File: src/rtl/pb_conf_sched.sv
// pb_conf_sched: round-robin scheduler that shares one packet-builder
// configuration port among NUM_REQ requesters. A granted descriptor is latched
// onto the pb_* outputs, the builder is started, and completion (or a timeout
// abort) is reported back to the granted requester as a one-cycle pulse.
module pb_conf_sched #(
   parameter int NUM_REQ = 2,
   parameter int DESC_W  = 95,
   parameter int TIMEOUT = 1024
) (
   input  logic                      clk,
   input  logic                      reset,
   input  logic [NUM_REQ-1:0]        req_valid,
   output logic [NUM_REQ-1:0]        req_ready,
   input  logic [NUM_REQ*DESC_W-1:0] req_desc,
   output logic [NUM_REQ-1:0]        req_done,
   output logic                      req_err,
   output logic                      busy,
   output logic                      pb_start,
   input  logic                      pb_irq,
   output logic [31:0]               pb_addr_in,
   output logic [3:0]                pb_byte_cnt,
   output logic [3:0]                pb_pkt_type,
   output logic                      pb_ecc_en,
   output logic                      pb_crc_en,
   output logic                      pb_ins_ecc_err,
   output logic                      pb_ins_crc_err,
   output logic [3:0]                pb_ecc_val,
   output logic [7:0]                pb_crc_val,
   output logic [2:0]                pb_sop_val,
   output logic [3:0]                pb_data_sel,
   output logic [31:0]               pb_addr_out
);

   // Index width for requester numbers; a single requester still needs one bit.
   localparam int IDX_W = (NUM_REQ > 1) ? $clog2(NUM_REQ) : 1;
   // Counter wide enough to hold TIMEOUT without wrapping.
   localparam int CNT_W = (TIMEOUT > 0) ? $clog2(TIMEOUT + 1) : 1;
   localparam logic [CNT_W-1:0] CNT_LAST = (TIMEOUT > 0) ? CNT_W'(TIMEOUT - 1) : '0;
   localparam logic [IDX_W-1:0] IDX_LAST = IDX_W'(NUM_REQ - 1);
   localparam logic             TIMEOUT_EN = (TIMEOUT != 0);

   typedef enum logic [1:0] {
      ST_IDLE  = 2'd0,
      ST_START = 2'd1,
      ST_WAIT  = 2'd2,
      ST_DONE  = 2'd3
   } state_t;

   state_t             r_state;
   logic [IDX_W-1:0]   r_rr_ptr;
   logic [IDX_W-1:0]   r_gnt;
   logic [CNT_W-1:0]   r_cnt;
   logic [DESC_W-1:0]  r_desc;
   logic               r_start;
   logic [NUM_REQ-1:0] r_done;
   logic               r_err;
   logic               r_busy;

   logic [DESC_W-1:0]  w_desc [NUM_REQ];
   logic [IDX_W-1:0]   w_gnt_idx;
   logic               w_found;
   logic               w_accept;
   logic               w_timeout;
   logic [NUM_REQ-1:0] w_gnt_onehot;

   // Unpack the flat descriptor bus and build per-requester one-hot decodes.
   generate
      for (genvar gi = 0; gi < NUM_REQ; gi++) begin : g_req
         assign w_desc[gi]       = req_desc[gi*DESC_W +: DESC_W];
         assign req_ready[gi]    = w_accept && (w_gnt_idx == IDX_W'(gi));
         assign w_gnt_onehot[gi] = (r_gnt == IDX_W'(gi));
      end
   endgenerate

   // Round-robin search: first valid requester at or above the pointer, with wrap.
   always_comb begin
      logic [IDX_W:0] v_sum;
      logic [IDX_W-1:0] v_idx;
      w_found   = 1'b0;
      w_gnt_idx = '0;
      for (int k = 0; k < NUM_REQ; k++) begin
         v_sum = {1'b0, r_rr_ptr} + (IDX_W+1)'(k);
         if (v_sum >= (IDX_W+1)'(NUM_REQ)) begin
            v_sum = v_sum - (IDX_W+1)'(NUM_REQ);
         end
         v_idx = v_sum[IDX_W-1:0];
         if (!w_found && req_valid[v_idx]) begin
            w_found   = 1'b1;
            w_gnt_idx = v_idx;
         end
      end
   end

   // Acceptance only happens in IDLE; held off while reset is asserted so a
   // requester never sees a handshake that the state machine then discards.
   assign w_accept  = (r_state == ST_IDLE) && !reset && w_found;
   assign w_timeout = TIMEOUT_EN && (r_cnt == CNT_LAST);

   // Main scheduler FSM; all outputs are registered here.
   always_ff @(posedge clk) begin
      if (reset) begin
         r_state  <= ST_IDLE;
         r_rr_ptr <= '0;
         r_gnt    <= '0;
         r_cnt    <= '0;
         r_desc   <= '0;
         r_start  <= 1'b0;
         r_done   <= '0;
         r_err    <= 1'b0;
         r_busy   <= 1'b0;
      end else begin
         r_start <= 1'b0;
         r_done  <= '0;
         r_err   <= 1'b0;
         case (r_state)
            ST_IDLE: begin
               if (w_accept) begin
                  r_desc  <= w_desc[w_gnt_idx];
                  r_gnt   <= w_gnt_idx;
                  r_start <= 1'b1;
                  r_busy  <= 1'b1;
                  r_state <= ST_START;
               end
            end
            ST_START: begin
               // pb_irq is deliberately ignored here: a stale irq from the
               // previous job must not complete this one.
               r_cnt   <= '0;
               r_state <= ST_WAIT;
            end
            ST_WAIT: begin
               if (pb_irq) begin
                  // irq wins over a coincident timeout.
                  r_done  <= w_gnt_onehot;
                  r_err   <= 1'b0;
                  r_state <= ST_DONE;
               end else if (w_timeout) begin
                  r_done  <= w_gnt_onehot;
                  r_err   <= 1'b1;
                  r_state <= ST_DONE;
               end else if (r_cnt != '1) begin
                  // Saturate so the counter never wraps when timeouts are off.
                  r_cnt <= r_cnt + CNT_W'(1);
               end
            end
            ST_DONE: begin
               r_rr_ptr <= (r_gnt == IDX_LAST) ? '0 : r_gnt + IDX_W'(1);
               r_busy   <= 1'b0;
               r_state  <= ST_IDLE;
            end
            default: begin
               r_state <= ST_IDLE;
               r_busy  <= 1'b0;
            end
         endcase
      end
   end

   assign pb_start = r_start;
   assign req_done = r_done;
   assign req_err  = r_err;
   assign busy     = r_busy;

   // Fixed descriptor layout fanned out to the builder's config fields.
   assign pb_addr_in     = r_desc[31:0];
   assign pb_byte_cnt    = r_desc[35:32];
   assign pb_pkt_type    = r_desc[39:36];
   assign pb_ecc_en      = r_desc[40];
   assign pb_crc_en      = r_desc[41];
   assign pb_ins_ecc_err = r_desc[42];
   assign pb_ins_crc_err = r_desc[43];
   assign pb_ecc_val     = r_desc[47:44];
   assign pb_crc_val     = r_desc[55:48];
   assign pb_sop_val     = r_desc[58:56];
   assign pb_data_sel    = r_desc[62:59];
   assign pb_addr_out    = r_desc[94:63];

endmodule

File: config.mk
export PLATFORM = sky130hd
export DESIGN_NAME = pb_conf_sched
export DESIGN_NICKNAME = d
export VERILOG_FILES = /design/src/rtl/pb_conf_sched.sv
export SDC_FILE = /design/constraint.sdc
export NUM_CORES = 1
export LEC_CHECK = 0
export ABC_CLOCK_PERIOD_IN_PS = 2300
export CAP_MARGIN = 40
export CORE_ASPECT_RATIO = 0.6
export CORE_MARGIN = 4
export CORE_UTILIZATION = 37
export CTS_BUF_LIST = sky130_fd_sc_hd__clkbuf_8
export DETAILED_ROUTE_END_ITERATION = 16
export GPL_ROUTABILITY_DRIVEN = 0
export PLACE_DENSITY = 0.89
export SLEW_MARGIN = 5
export SYNTH_ARGS = -nofsm -noshare
export SYNTH_HDL_FRONTEND = slang
export SYNTH_SLANG_ARGS = --single-unit
File: constraint.sdc
create_clock -name clk -period 2.3 [get_ports clk]
set_input_delay 0.23 -clock clk [delete_from_list [all_inputs] [get_ports clk]]
set_output_delay 0.23 -clock clk [all_outputs]
set_load 0.005 [all_outputs]
# Word-level counts from Yosys, hierarchy flattened
# Cells that the tools add are included.
[op_classes] add_sub_neg=5 magnitude_cmp=5 n_eq_ne=10 mux=28 bitwise_logic=5 n_reduce_logical=17
[ops] operator="2-to-1 mux 95 bit" count=3
[ops] operator="2-to-1 mux 11 bit" count=3
[ops] operator="case mux 11 bit (2 select lines)" count=1
[ops] operator="2-to-1 mux 1 bit" count=14
[ops] operator="adder 11 x 1 -> 11 bit, second input constant" count=1
[ops] operator="== test 11 x 10 -> 1 bit, second input constant" count=1
[ops] operator="inequality test 11 bit, second input constant" count=1
[ops] operator="2-to-1 mux 2 bit" count=5
[ops] operator="inequality test 2 bit, second input constant" count=4
[ops] operator="case mux 2 bit (4 select lines)" count=1
[ops] operator="AND reduction 2 bit" count=3
[ops] operator="logical AND 1 bit" count=5
[ops] operator="== test 2 bit, second input constant" count=2
[ops] operator="greater-or-equal comparator 2 bit, second input constant" count=2
[ops] operator="< comparator 1 x 2 -> 1 bit, second input constant" count=2
[ops] operator="inverter 1 bit" count=4
[ops] operator="AND reduction 4 bit" count=1
[ops] operator="nonzero test 2 bit" count=2
[ops] operator="OR reduction 2 bit" count=2
[ops] operator="inequality test 3 bit, second input constant" count=1
[ops] operator="OR reduction 3 bit" count=1
[ops] operator="adder 1 x 1 -> 2 bit, second input constant" count=1
[ops] operator="== test 2 x 1 -> 1 bit, second input constant" count=1
[ops] operator="greater-or-equal comparator 1 x 2 -> 1 bit, second input constant" count=1
[ops] operator="other kinds (6)" count=8
[word_totals] register_bits=115 in_bits=195 output_inout_bits=102 wordCells=79

# Longest topological paths before layout
# Gate-level depths: netlist (run 1).
[depth] depth_word=12 depth_mapped=9 mapped_depth_nobuf=6

# Least setup slack after synthesis (run 1)
# Ideal clock, no wire load.
[synth_timing] path_kind="register to register" startpoint="register r_state[0]" endpoint="register r_desc[10]" setup_ns=0.128 arrival_ns=1.577 t_required_ns=2.172 slack_ns=0.596 stages_incl_launch_ff=10 path_buffers=3 period_less_slack_ns=1.704 path_cell_list="dfxtp_1 inv_1 ha_1 nor2b_1 o211a_1 buf_2 buf_4 buf_4 a222oi_1 nor2_1"
[synth_via] elab_chain_len=4
[synth_rtl] item="start, declared" line_no="49" text="state_t r_state;"
[synth_rtl] item="start signal, assigned" line_no="102" text="r_state <= ST_IDLE;"
[synth_rtl] item="start signal, assigned" line_no="122" text="r_state <= ST_START;"
[synth_rtl] item="start signal, assigned" line_no="129" text="r_state <= ST_WAIT;"
[synth_rtl] item="zero test 2 bit (*)" line_no="96, 115"
[synth_rtl] item="logical AND 1 bit (2 in a row)" line_no="96" text="assign w_accept = (r_state == ST_IDLE) && !reset && w_found;"
[synth_rtl] item="AND reduction 2 bit (no line) (*)"
[synth_rtl] item="end signal, assigned" line_no="118" text="r_desc <= w_desc[w_gnt_idx];"
[synth_rtl] item="end, declared" line_no="53" text="logic [DESC_W-1:0] r_desc;"
# Mark *: on every way between the ends. The rest lies on a longest branch, timed or not.
# A chain may end at the register's enable or synchronous reset.

# Worst setup path after layout (run 1)
[layout_timing] startpoint="register r_state[1]" endpoint="output port req_ready[1]"
[layout_via] elab_chain_len=4
[layout_rtl] item="zero test 2 bit" line_no="96"
[layout_rtl] item="logical AND 1 bit (2 in a row)" line_no="96"
[layout_rtl] item="logical AND 1 bit" line_no="70" text="assign req_ready[gi] = w_accept && (w_gnt_idx == IDX_W'(gi));"
[layout_rtl] item="end, declared" line_no="13" text="output logic [NUM_REQ-1:0] req_ready,"
# No other way between the ends.

==> flow_summary.ini, run 1 <==
[outcome]
status = finished, final reports clean

[logic_synthesis]
synth_flop_cell = sky130_fd_sc_hd__dfxtp_1
yosysWarnings = 0
synth_edf_count = 0
synth_nets = 640
synth.area.top_cells = sky130_fd_sc_hd__dfxtp_1 52%, sky130_fd_sc_hd__a222oi_1 21%, sky130_fd_sc_hd__nor2_1 8.7%
synth_area_per_cell_um2 = 10.2
synth_area_leader_cell = sky130_fd_sc_hd__dfxtp_1
post_synthesis_sequential_area_ratio_pct = 51.5
postSynth.asyncResetShare_pct = 0
ys_seq_elements = 115
post_synth_instance_area_um2 = 4470
syn-instance-count = 439
synth_largest_type_area_fraction_pct = 51.5
synthDistinctLibCells = 46

[grt]
global_route_wire_length_before_repair_mm = 26.9
grt_max_degree = 96
grt-ovfl-total = 0
grtUsageTotal_pct = 24.2
first_global_vias = 5097
antenna_found_initial = 0

[floorplan]
fp.coreArea_um2 = 11600
start_util_pct = 38.7
die_h_um = 93.1
fp.dieW_um = 150
io-pin-count = 297
die_area_um2 = 14000
rows = 30

[power]
sw_frac_of_total_pct = 32.7
sequentialPowerShare_pct = 38.4
comb_power_share_pct = 36.3
power.share.clock_pct = 25.2
ir_drop_mv = 0.487
switching_power_uw = 2130
power_density_nw_per_um2 = 828
leakage_uw = 0.00292
internal_power_uw = 4380

[setup_path]
worst-path-buf-inv = 2
arrival_ns = 1.97
timing_worst_setup_path_type = reg -> out
cpMaxStageDelayCell = sky130_fd_sc_hd__clkdlybuf4s50_1
cp.required_ns = 2.07
worstPathMaxFanout = 4
worstSetupStartpointType = flop
timing.critical_path.max_delay_family = buffers and inverters
crit_path_end_kind = primary output
timing.critical_path.cells = inv_1 > ha_1 > nor2b_4 > o211a_4 > clkdlybuf4s50_1
crit_path_max_cell_delay_ns = 0.50

[placed_design]
placed_insts = 858
io_buffer_count = 296
dp.final_hpwl_mm = 13.2

[detailed_routing]
dr.first_iter.drc_count = 626
routed_wirelength_mm = 18.1
antenna_nets_post_route = 0
routed_via_density = 5.75
drt-pass1-iter-count = 9
number_of_design_rule_violations_left_after_detail_routing = 0
wl_per_cell_um = 20.3
vias = 5119

[clock_network]
root_buffer = sky130_fd_sc_hd__clkbuf_8
clock_sinks = 115
cts_buffers = 17
post_cts_setup_bufs = 0
cts.path.max_buffers = 2
clk_pin_slew_worst_paths_ns = 0.08
insertion_delay_ns = 0.42
htree_num_levels = 4
tritoncts = done
cts_hold_buffers = 0

[run]
max-cap-violations = 0

[sta]
finalCritPeriodShare_pct = 95.6
slew_violations = 0
max_freq_ghz = 0.455
worst_clock_skew_ns = 0.0171
report.final.setup_viol = 0
grt_setup_unrepaired = false
relSlewSlack_pct = 50.0
finalHoldViolations = 0
fin_crit_ns = 2.20
fin_setup_tns_ns = 0
worst-slew-pin-transition_ns = 0.746

[final_layout]
highest_count_cells_in_the_layout_ignoring_fill_and_taps = 294 x sky130_fd_sc_hd__clkdlybuf4s50_1, 115 x sky130_fd_sc_hd__dfxtp_1, 104 x sky130_fd_sc_hd__nor2_1
post_route_cells_drive_above_1_share_pct = 7.26
syn2layout_area_growth_pct = 75.9
mostFrequentLayoutCell = sky130_fd_sc_hd__clkdlybuf4s50_1
fin_cells = 890
antenna-diode-count = 0
fillCellCount = 873
nets = 918

[min_path]
hold_removal_path_class = in -> reg
## flip-flops by register name, summed over array words and instances (netlist names), 2 cells and up
signal	flops
r_cnt	11
r_desc	95
r_state	2
req_done	2
## path summary, 6_finish.rpt
check | startpoint | end | slack [ns] | cells past startpoint
max reg2reg | r_cnt[0] | r_cnt[5] | 0.29 | 5
min | reset | r_desc[39] | 0.42 | 3
max | r_state[1] | req_ready[1] | 0.10 | 5
min reg2reg | r_gnt | req_done[0] | 0.45 | 1
## power by group through the flow
stage | logic [uW] | clock network, uW | registers, uW
final | 2370 | 1640 | 2500
after floorplan | 1100 | 0 | 2530
after global routing | 2540 | 1780 | 2530
after detailed placement | 2340 | 0 | 2540
after global placement | 2250 | 0 | 2510
after CTS | 2360 | 1680 | 2500
## synth_stat cells, types with 5 or more instances
master                     instances
sky130_fd_sc_hd__dfxtp_1         115
sky130_fd_sc_hd__nor2_1          104
sky130_fd_sc_hd__inv_1             6
sky130_fd_sc_hd__buf_4             9
sky130_fd_sc_hd__nand2_1           8
sky130_fd_sc_hd__ha_1              6
sky130_fd_sc_hd__a21oi_1           5
sky130_fd_sc_hd__nand3_1           6
sky130_fd_sc_hd__buf_2            13
sky130_fd_sc_hd__a222oi_1         95
sky130_fd_sc_hd__clkbuf_1         18
## timing repair
item                                   4_1_cts  5_1_grt
setup endpoints to repair                    1        2
endpoints found under the hold margin        0        0
pin swaps                                    0        1
resized for setup                            1        2
cloned                                       0        0
## final cells by class
cell class / count / area [um2] / share of cell area (%)
clock buffers: 17 / 234 / 2.98
clock inverters: 15 / 108 / 1.37
inverters: 7 / 26.3 / 0.334
multi-input cells: 273 / 1930 / 24.5
flip-flops and latches: 115 / 2300 / 29.3
well taps: 160 / 200 / 2.55
repair buffers: 303 / 3070 / 39.0
## worst min-delay path, delay by kind of cell
kind | cells | cell delay (ns)
and+or+nand+nor | 1 | 0.16
buffers and inverters | 2 | 0.41
## per-layer routing
| metal | routed length (um) | vias up | track usage [%] |
|---|---|---|---|
| met2 | 8740 | 287 | 41.2 |
| met1 | 7070 | 2487 | 28.4 |
| met4 | 450 | 0 | 8.37 |
| li1 | - | 2306 | - |
| met5 | 0 | - | 0 |
| met3 | 1810 | 39 | 8.72 |
## kinds of logic after synthesis
family | count (synthesis) | synth area share (%)
AND/OR/NAND/NOR | 141 | 13.8
adder cells (fa/ha/maj) | 6 | 1.68
flip-flops | 115 | 51.5
AO/OA/AOI/OAI | 122 | 26.1
multiplexers | 4 | 0.896
buffers and inverters | 51 | 6.07
## metrics by stage
step	total power, uW	worst slack [ns]	hold slack [ns]	util (%)	area, um2
6_report	6510	0.102	0.422	68.0	7860
5_1_grt	6860	0.00397	0.415	68.0	7860
4_1_cts	6530	0.0130	0.392	67.9	7850
3_5_place_dp	4880	0.323	0.449	65.0	7510
3_3_place_gp	4770	0.383	0.428	65.0	7510
2_1_floorplan	3630	0.596	0.380	-	4470
Note: power is estimated with default switching activity, not from simulation.
==> run 2, diff against run 1 <==
Settings changed: CORE_ASPECT_RATIO 0.6 to unset.
==> flow_summary.ini, run 2 (synthesis results as in run 1) <==
[floorplan]
io-pin-count = 297
fp.coreArea_um2 = 11600
fp.dieW_um = 118
rows = 39
die_area_um2 = 13900
start_util_pct = 38.5
die_h_um = 118

[clock_network]
cts_hold_buffers = 0
cts_buffers = 17
cts.path.max_buffers = 2
htree_num_levels = 4
tritoncts = done
clock_sinks = 115
root_buffer = sky130_fd_sc_hd__clkbuf_8
insertion_delay_ns = 0.41
clk_pin_slew_worst_paths_ns = 0.07

[setup_path]
timing.critical_path.cells = inv_2 > ha_2 > nor2b_4 > o211a_4 > clkdlybuf4s50_1
r2r.worst_path.cells = 5
crit_path_end_kind = primary output
cpMaxStageDelayCell = sky130_fd_sc_hd__clkdlybuf4s50_1
crit_path_max_cell_delay_ns = 0.50
crit-reg2reg-launch = r_cnt[0]
arrival_ns = 1.95
r2r_setup_slack_ns = 0.20
worstPathMaxFanout = 4
reg2reg_to = r_cnt[5]
worstSetupStartpointType = flop
cp.required_ns = 2.07
timing_worst_setup_path_type = reg -> out

[sta]
fin_setup_tns_ns = 0
finalCritPeriodShare_pct = 94.6
fin_crit_ns = 2.18
max_freq_ghz = 0.459
grt_setup_unrepaired = false
relSlewSlack_pct = 44.1
finalHoldViolations = 0
slew_violations = 0
worst_clock_skew_ns = 0.0112
report.final.setup_viol = 0
worst-slew-pin-transition_ns = 0.833

[outcome]
status = finished, final reports clean

[min_path]
hold_end = r_desc[24]
worst_hold_path.num_cells = 2
worst_hold_startpoint = reset
hold_removal_path_class = in -> reg

[power]
sw_frac_of_total_pct = 30.7
switching_power_uw = 2030
power_density_nw_per_um2 = 841
power.share.clock_pct = 26.7
leakage_uw = 0.00294
comb_power_share_pct = 35.4
design_power_total_uw = 6610
ir_drop_mv = 0.808
sequentialPowerShare_pct = 37.9
internal_power_uw = 4580

[detailed_routing]
number_of_design_rule_violations_left_after_detail_routing = 0
vias = 5130
drt-pass1-iter-count = 12
wl_per_cell_um = 20.0
met3_wirelength_mm = 1.64
dr.first_iter.drc_count = 649
routed_length_on_met2_mm = 8.87
routed_wirelength_mm = 17.5
post_route_met1_wirelength_mm = 6.41
antenna_nets_post_route = 0
top_layer = met4
routed_via_density = 5.88

[final_layout]
post_route_cells_drive_above_1_share_pct = 7.40
layout.core_utilization_pct = 67.6
top_regs = r_desc x95, r_cnt x11
final-seq-area_um2 = 2300
top_register = r_desc
largest_register_ffs = 95
highest_count_cells_in_the_layout_ignoring_fill_and_taps = 294 x sky130_fd_sc_hd__clkdlybuf4s50_1, 115 x sky130_fd_sc_hd__dfxtp_1, 104 x sky130_fd_sc_hd__nor2_1
fillCellCount = 908
syn2layout_area_growth_pct = 75.7
multi_input_area_um2 = 1930
nets = 919
mostFrequentLayoutCell = sky130_fd_sc_hd__clkdlybuf4s50_1
antenna-diode-count = 0

[grt]
antenna_found_initial = 0
grtUsageTotal_pct = 23.9
grt-ovfl-total = 0
grt_max_degree = 97
first_global_vias = 5252
global_route_wire_length_before_repair_mm = 27.2

[placed_design]
io_buffer_count = 296
dp.final_hpwl_mm = 12.6

[run]
max-cap-violations = 0
run 2: worst max path at each step:
stage / start / endpoint
finish: r_state[0] / req_ready[1]
global route: r_cnt[0] / r_cnt[5]
CTS: r_state[0] / req_ready[0]
detailed placement: r_state[0] / r_desc[0]
global placement: req_valid[1] / req_ready[0]
floorplan: r_state[0] / r_desc[10]
run 2: layer usage:
| layer | vias up | GRT usage (%) |
|---|---|---|
| li1 | 2298 | - |
| met1 | 2498 | 26.3 |
| met2 | 292 | 41.3 |
| met3 | 42 | 8.84 |
| met4 | 0 | 10.5 |
| met5 | - | 0 |
run 2: repair_timing:
action | CTS | global route
pin swaps | 1 | 1
setup buffers | 0 | 1
resized for setup | 2 | 4
setup endpoints to repair | 2 | 2
run 2: layout make-up:
class,count,area share (%)
clock buffer,18,3.16
multi-input combinational,273,24.6
sequential,115,29.3
inverter,7,0.335
clock inverter,13,1.53
timing repair buffer,304,38.8
tap,143,2.28
run 2: power groups by stage:
stage / sequential, uW / clock [uW] / combinational, uW
floorplan: 2530 / 0 / 1100
global placement: 2510 / 0 / 2210
detailed placement: 2540 / 0 / 2300
CTS: 2500 / 1800 / 2330
global route: 2540 / 1890 / 2530
finish: 2500 / 1760 / 2340
run 2: critical path: cells and delay by family, from the launching register on:
| kind | cells | cell delay (ns) |
|---|---|---|
| flops | 1 | 0.35 |
| fa+ha+maj | 1 | 0.20 |
| compound gates | 1 | 0.19 |
| buf+inv | 2 | 0.59 |
| simple gates | 1 | 0.19 |
run 2: per-stage QoR:
step	worst slack, ns	std cells	hold WS [ns]	area (um2)
4_1_cts	0.00697	872	0.114	7840
6_report	0.123	873	0.145	7850
5_1_grt	0.0127	873	0.122	7850
3_3_place_gp	0.350	841	0.434	7460
3_5_place_dp	0.162	841	0.433	7460
2_1_floorplan	0.596	439	0.380	4470
